--- config.mk ---
export PLATFORM = sky130hd
export DESIGN_NAME = sim_exit_ctrl
export DESIGN_NICKNAME = d
export VERILOG_FILES = /design/src/rtl/sim_exit_ctrl.sv
export SDC_FILE = /design/constraint.sdc
export NUM_CORES = 1
export LEC_CHECK = 0
export ABC_AREA = 1
export BUFFER_PORTS_ARGS = -buffer_cell sky130_fd_sc_hd__buf_2
export CAP_MARGIN = 25
export CORE_MARGIN = 3
export CORE_UTILIZATION = 32
export DETAILED_ROUTE_END_ITERATION = 10
export HOLD_SLACK_MARGIN = 0.06
export SLEW_MARGIN = 15
export SYNTH_ARGS = -nofsm -noshare
export SYNTH_HDL_FRONTEND = slang
export SYNTH_SLANG_ARGS = --single-unit
--- constraint.sdc ---
create_clock -name clk_i -period 3.35 [get_ports clk_i]
set_input_delay 1.005 -clock clk_i [delete_from_list [all_inputs] [get_ports clk_i]]
set_output_delay 1.005 -clock clk_i [all_outputs]
set_load 0.02 [all_outputs]
--- src/rtl/sim_exit_ctrl.sv ---
// -----------------------------------------------------------------------------
// sim_exit_ctrl
//
// Memory-mapped exit reporter for the simulation harness. Firmware writes a
// return code to EXIT_VALUE and then commits it through EXIT_CTRL. After the
// commit the block holds a sticky exit_valid_o and a frozen exit_value_o for
// the top-level bench. A free-running cycle counter is also readable.
//
// Register map (word offset taken from addr_i[ADDR_W-1:2], higher bits alias):
//   0x0 EXIT_CTRL  W: bit0=1 commits exit    R: {31'b0, exit_valid_o}
//   0x4 EXIT_VALUE RW, byte-enabled; drives exit_value_o while running
//   0x8 CYCLE      RO, clocks since reset deassertion (wraps)
//   0xC WDT_LIMIT  RW, byte-enabled (present only with SIM_EXIT_WDT_EN)
//
// Optional feature macro: SIM_EXIT_WDT_EN
//   Defined   : watchdog forces exit with WDT_EXIT_CODE once CYCLE reaches a
//               non-zero WDT_LIMIT.
//   Undefined : no WDT_LIMIT register; offset 0xC reads 0, writes ignored.
//
// Ports:
//   clk_i        clock
//   rst_i        asynchronous active-high reset
//   req_i        OBI request
//   we_i         OBI write enable
//   be_i[3:0]    OBI byte enables
//   addr_i[31:0] OBI byte address
//   wdata_i      OBI write data
//   gnt_o        OBI grant (always ready, equals req_i)
//   rvalid_o     OBI response valid, one cycle after each accept
//   rdata_o      OBI read data, zero unless a read response is presented
//   exit_valid_o sticky: program has finished
//   exit_value_o return code, 0 = success
// -----------------------------------------------------------------------------
module sim_exit_ctrl #(
    parameter int          ADDR_W           = 4,
    parameter logic [31:0] WDT_EXIT_CODE    = 32'hDEAD_0001,
    parameter logic [31:0] RESET_EXIT_VALUE = 32'h0
) (
    input  logic        clk_i,
    input  logic        rst_i,
    input  logic        req_i,
    input  logic        we_i,
    input  logic [3:0]  be_i,
    input  logic [31:0] addr_i,
    input  logic [31:0] wdata_i,
    output logic        gnt_o,
    output logic        rvalid_o,
    output logic [31:0] rdata_o,
    output logic        exit_valid_o,
    output logic [31:0] exit_value_o
);

    typedef enum logic {
        ST_RUN    = 1'b0,
        ST_EXITED = 1'b1
    } state_e;

    localparam int WIDX_W = ADDR_W - 2;
    localparam logic [WIDX_W-1:0] IDX_CTRL  = WIDX_W'(0);
    localparam logic [WIDX_W-1:0] IDX_VALUE = WIDX_W'(1);
    localparam logic [WIDX_W-1:0] IDX_CYCLE = WIDX_W'(2);
`ifdef SIM_EXIT_WDT_EN
    localparam logic [WIDX_W-1:0] IDX_WDT   = WIDX_W'(3);
`endif

    // Byte-lane merge used by every byte-enabled register.
    function automatic logic [31:0] merge_be(input logic [31:0] old_v,
                                             input logic [31:0] new_v,
                                             input logic [3:0]  be);
        logic [31:0] r;
        r = old_v;
        for (int b = 0; b < 4; b++) begin
            if (be[b]) r[b*8 +: 8] = new_v[b*8 +: 8];
        end
        return r;
    endfunction

    state_e      state_q;
    logic        exit_valid_q;
    logic [31:0] exit_value_q, exit_value_d;
    logic [31:0] cycle_q, cycle_d;
    logic        rvalid_q, rvalid_d;
    logic [31:0] rdata_q, rdata_d;

    logic              accept;
    logic              wr_en;
    logic              commit;
    logic              wdt_hit;
    logic [WIDX_W-1:0] widx;

    // Address bits outside the decoded word offset are deliberately ignored.
    logic unused_addr;
    assign unused_addr = ^{addr_i[31:ADDR_W], addr_i[1:0]};

    assign gnt_o  = req_i;
    assign accept = req_i;
    assign widx   = addr_i[ADDR_W-1:2];

    // Register writes only take effect while running; EXITED is terminal.
    assign wr_en  = accept && we_i && (state_q == ST_RUN);
    assign commit = wr_en && (widx == IDX_CTRL) && be_i[0] && wdata_i[0];

`ifdef SIM_EXIT_WDT_EN
    logic [31:0] wdt_limit_q, wdt_limit_d;

    assign wdt_hit = (wdt_limit_q != 32'h0) && (cycle_q >= wdt_limit_q) &&
                     (state_q == ST_RUN);

    always_comb begin
        wdt_limit_d = wdt_limit_q;
        if (wr_en && (widx == IDX_WDT)) wdt_limit_d = merge_be(wdt_limit_q, wdata_i, be_i);
    end

    always_ff @(posedge clk_i or posedge rst_i) begin
        if (rst_i) wdt_limit_q <= 32'h0;
        else       wdt_limit_q <= wdt_limit_d;
    end
`else
    assign wdt_hit = 1'b0;
`endif

    assign cycle_d  = cycle_q + 32'd1;
    assign rvalid_d = accept;

    // Read mux: data is captured at acceptance and presented with rvalid.
    always_comb begin
        rdata_d = 32'h0;
        if (accept && !we_i) begin
            case (widx)
                IDX_CTRL:  rdata_d = {31'b0, exit_valid_q};
                IDX_VALUE: rdata_d = exit_value_q;
                IDX_CYCLE: rdata_d = cycle_q;
`ifdef SIM_EXIT_WDT_EN
                IDX_WDT:   rdata_d = wdt_limit_q;
`endif
                default:   rdata_d = 32'h0;
            endcase
        end
    end

    // A software commit keeps the programmed value; only a lone watchdog
    // expiry overwrites it with the watchdog code.
    always_comb begin
        exit_value_d = exit_value_q;
        if (wr_en && (widx == IDX_VALUE)) exit_value_d = merge_be(exit_value_q, wdata_i, be_i);
        if (wdt_hit && !commit)           exit_value_d = WDT_EXIT_CODE;
    end

    always_ff @(posedge clk_i or posedge rst_i) begin
        if (rst_i) begin
            state_q      <= ST_RUN;
            exit_valid_q <= 1'b0;
            exit_value_q <= RESET_EXIT_VALUE;
            cycle_q      <= 32'h0;
            rvalid_q     <= 1'b0;
            rdata_q      <= 32'h0;
        end else begin
            exit_value_q <= exit_value_d;
            cycle_q      <= cycle_d;
            rvalid_q     <= rvalid_d;
            rdata_q      <= rdata_d;
            case (state_q)
                ST_RUN: begin
                    if (commit || wdt_hit) begin
                        state_q      <= ST_EXITED;
                        exit_valid_q <= 1'b1;
                    end
                end
                ST_EXITED: begin
                    state_q      <= ST_EXITED;
                    exit_valid_q <= 1'b1;
                end
                default: begin
                    state_q      <= ST_RUN;
                    exit_valid_q <= 1'b0;
                end
            endcase
        end
    end

    assign rvalid_o     = rvalid_q;
    assign rdata_o      = rdata_q;
    assign exit_valid_o = exit_valid_q;
    assign exit_value_o = exit_value_q;

endmodule

* Word-level counts from Yosys, hierarchy flattened
Cells that the tools add are included.
Widths: inputs -> output; s select.
** Storage, ports and cells
- Bits in registers :: 99
- Output and inout port bits :: 67
- Logic and storage cells :: 33
** Operators by class
- Add/subtract/negate cells :: 1
- Equal/unequal tests :: 3
- Muxes and demuxes :: 6
- Bitwise logic cells :: 1
- Reductions and logical operators :: 13
** Operator list (count)
- $pmux 32 s3 :: 1
- $add 32x1->32 const B :: 1
- $mux 32 :: 1
- $reduce_and 2->1 :: 4
- $logic_and 1x1->1 :: 7
- $pmux 1 s2 :: 2
- $eq 2x1->1 const B :: 1
- $eq 2x2->1 const B :: 1
- $logic_not 2->1 :: 1
- $mux 1 :: 2
- $ne 2x2->1 const B :: 1
- $logic_not 1->1 :: 1
- $not 1->1 :: 1

* Longest topological paths before layout
- Depth in word-level cells :: 7
- Depth in mapped cells :: 8
- Mapped depth without buffers :: 8

* Worst setup path before layout
Ideal clock, no wire load.
- Kind :: in2out
- Start point :: input port req_i
- End point :: output port gnt_o
- Arrival :: 1139 ps
- Required time :: 2345 ps
- Slack :: 1206 ps
- Cell stages on the path :: 1
- Path buffers :: 1
- Cells stage by stage :: buf_4
** RTL lines
- from (decl) :: RTL line 41 : input logic req_i,
- to (decl) :: RTL line 46 : output logic gnt_o,
No word-level cell between the ends.

* Worst setup path in the final report
- Start point :: input port req_i
- End point :: output port gnt_o
No word-level cell between the ends.

==> key figures <==
Routing
  • Iteration-0 DRC count of the detailed router: approximately 170
  • Overall routed net length: 10820 um
  • Remaining antenna violation count after routing: 0
  • Average wire length per cell after detail routing: 13.18 um
  • # DRC: 0
  • Length of the first detailed-routing pass in iterations: 4
  • Via count: 3724
  • Via-per-instance ratio: 4.536

Place
  • Pre-CTS WS: about 0.84 ns
  • Total of buffers placed on input and output ports: 108
  • Post-detailed-placement half-perimeter wirelength: ~8000 um
  • Final estimated routing congestion in global placement: ~0.85

Global route
  • First-pass GRT wire length: ~18000 um
  • Global-route congestion overflow total: 0
  • Pin count of the biggest net entering global routing: 100
  • Initial antenna violation count: 0
  • Total track usage: roughly 14%
  • Number of global-route vias before repair: ~3700

Setup path
  • Dominant delay contributor by cell family on the critical path: buffers and inverters
  • Crit-path cells: buf_2 > buf_2
  • Critical path start-end classification: primary input to output port
  • Kind of end point of the critical path: output port
  • Data required, critical path: approximately 2.3 ns
  • Critical Path Fanout Max: 4
  • Number of buffers and inverters on the critical path: 2
  • Worst Setup Start Kind: primary input
  • Largest stage delay on the critical path: about 0.15 ns
  • Arrival time at the worst endpoint: between 1 and 1.5 ns
  • Master of the slowest instance on the critical path: buf_2
  • Most numerous cell on the critical path: buf_2

STA
  • Unrepaired setup endpoints after global routing: false
  • Setup TNS Final: 0 ns
  • Least setup slack across all paths after layout: ~1.1 ns
  • Transition time at the pin with the least slew margin: just under 0.7 ns
  • Endpoints failing hold: 0
  • Crit share post-route: 68.21%
  • Total of endpoints with negative setup slack in the final report: 0
  • Worst rel slew slack: a little over half
  • Maximum operating frequency: around 440 MHz
  • Post-layout min period: between 2 and 2.5 ns
  • Max Clock Skew: between 0.008 and 0.009 ns
  • Final Slew Violations: 0

Synth
  • FFs w/ async S/R, synth: 100.0%
  • Top cells by count, synth: nand2_1, dfrtp_1, nor2_1
  • Compound-cell area share of the yosys netlist: under 10%
  • Post-synthesis instance area: around 4500 sq um
  • Post-synthesis sequential element count: 99
  • Area fraction of the dominant cell type after synthesis: between 50% and 60%
  • Net count after synthesis: 605
  • Area share of and/or/nand/nor cells after synthesis: 29.49%
  • Dominant combinational cell family by area after synthesis: simple AND/OR/NAND/NOR gates
  • Cells taking the most area after synthesis: dfrtp_1, nand2_1, a21oi_1, nor2_1, o21ai_1
  • Count of mapped cells out of synthesis: approximately 530
  • Most repeated cell in the gate-level netlist after synthesis: nand2_1
  • Yosys warnings: 0
  • Number of enable-type register cells in the synthesized netlist: 0
  • Arithmetic-cell share of the synthesized area counting full adders, half adders and majority gates: 0.2779%
  • Mean instance size in the synthesized netlist: 8.462 sq um
  • Number of unique standard cell types used by synthesis: 22
  • Biggest area consumer among synthesized cells: dfrtp_1
  • Sequential-to-total area share from yosys stat: approximately 55%
  • Most instantiated flip-flop cell in the synthesis netlist: dfrtp_1
  • Mux share of post-synthesis cell area: 0%
  • Post-synthesis xor/xnor area fraction: 2.918%

Die
  • Number of placement rows: 42
  • Starting utilization of the core area: ~33%
  • Width of the die: around 120 um
  • Number of primary I/O pins: about 140
  • Std-Cell Core Area: about 14000 sq um
  • Die ar.: between 15000 and 20000 sq um
  • Die Span Y: 124.6 um

Worst hold path
  • Tightest Hold Check Type: register to register

Clocking
  • Number of hold buffers added after cts: 0
  • Clk sinks: 99
  • Clock root cell: clkbuf_16
  • Buffer levels on the longest clock path: 2
  • Clock-pin slew on the worst setup and hold paths: about 0.070 ns
  • Gates resized, CTS repair: 0
  • Num CTS Buffers: 9
  • Total number of H-tree levels: 3
  • Skew-Pair Late Insertion Delay: between 0.3 and 0.4 ns
  • Buffers inserted during post-CTS setup optimization: 0
  • TritonCTS clock tree: yes

Final layout
  • Filler instances: ~1400
  • Net count, final: between 700 and 800
  • Area delta synth->final: 22.01%
  • Area used by multi-input combinational logic: approximately 1800 sq um
  • Antenna cell count: 0
  • Fraction of final layout cells sized beyond drive strength 1: 22.95%
  • Flip-flop and latch area: about 2500 sq um

Pwr
  • Post-layout total power: 2.284 mW
  • Worst supply voltage drop on vdd: roughly 0.22 mV
  • Total leakage power: around 2.9 nW
  • Areal power density over the cells: approximately 420 nW/um^2

Status
  • Result of the run: finished clean

Run
  • Number of maximum-capacitance violations: 0
tightest hold or removal path: stages, from the launching register on:
cell and delay (ns):
dfrtp_1 0.37, inv_1 0.04, nand2_1 0.06
final cells by class:
type | instances | area share [%]
Sequential cell | 99 | 45.10
Multi-Input combinational cell | 386 | 32.89
Tap cell | 176 | 4.009
Clock buffer | 12 | 4.670
Clock inverter | 4 | 0.4556
Timing Repair Buffer | 110 | 10.48
Inverter | 34 | 2.392
final timing paths:
path / slack, ns / start / end / cells after the start
max: 1.07 / req_i / gnt_o / 2
min: 0.50 / exit_valid_o / exit_valid_o / 2
max reg2reg: 1.84 / cycle_q[0] / cycle_q[30] / 8
min reg2reg: 0.50 / exit_valid_o / exit_valid_o / 2
max in group asynchronous: 2.13 / rst_i / rdata_o[21] / 3
min in group asynchronous: 0.78 / rst_i / rdata_o[3] / 3
logic make-up after synthesis:
logic type	after synthesis
buf+inv	47
simple gates	303
fa+ha+maj	1
xor+xnor	15
compound gates	67
flops	99
cell usage in the layout, fill, tap and decap left out:
| cell type | instances |
|---|---|
| inv_1 | 32 |
| clkbuf_8 | 2 |
| buf_2 | 108 |
| clkinvlp_4 | 3 |
| o21ai_0 | 7 |
| xnor2_1 | 7 |
| a21oi_1 | 31 |
| nor2_8 | 3 |
| buf_12 | 1 |
| ha_1 | 1 |
| clkbuf_16 | 9 |
| nand3_1 | 12 |
| nor2_2 | 3 |
| nor2_4 | 9 |
| nand2_1 | 223 |
| buf_8 | 1 |
| clkinv_2 | 2 |
| clkbuf_1 | 1 |
| o21ai_1 | 29 |
| nand3b_1 | 7 |
| nor2_1 | 40 |
| inv_2 | 1 |
| xor2_1 | 8 |
| dfrtp_1 | 99 |
| nand2_2 | 4 |
| nand2_4 | 2 |
flip-flops by register name, indices dropped and copies added (netlist names):
register,cells
cycle_q,32
exit_valid_o,1
exit_value_o,32
rdata_o,32
rvalid_o,1
state_q,1
power by group:
group	internal [mW]	switching (mW)	total, mW	leakage [nW]
logic	0.0316	0.0735	0.105	1.37
registers	1.20	0.00373	1.20	1.35
clock network	0.542	0.433	0.975	0.135
total	1.77	0.510	2.28	2.86
layer usage:
layer | track usage [%] | part of all wire (%) | up-vias
li1 | - | - | 1884
met1 | 19.04 | 47 | 1775
met2 | 23.28 | 48 | 58
met3 | 2.573 | 4.0 | 7
met4 | 5.222 | 1.1 | 0
met5 | 0 | 0 | -
per-stage QoR:
step | hold WS [ns] | cell area (sq um) | util, % | cells
after floorplan | 0.4620 | 4506 | - | 532
after global placement | 0.4689 | 5196 | 38.48 | 804
after detailed placement | 0.4902 | 5196 | 38.48 | 804
after CTS | 0.5066 | 5478 | 40.56 | 820
after global routing | 0.5359 | 5493 | 40.67 | 821
final | 0.4962 | 5493 | 40.67 | 821
(Power assumes the default switching activity.)
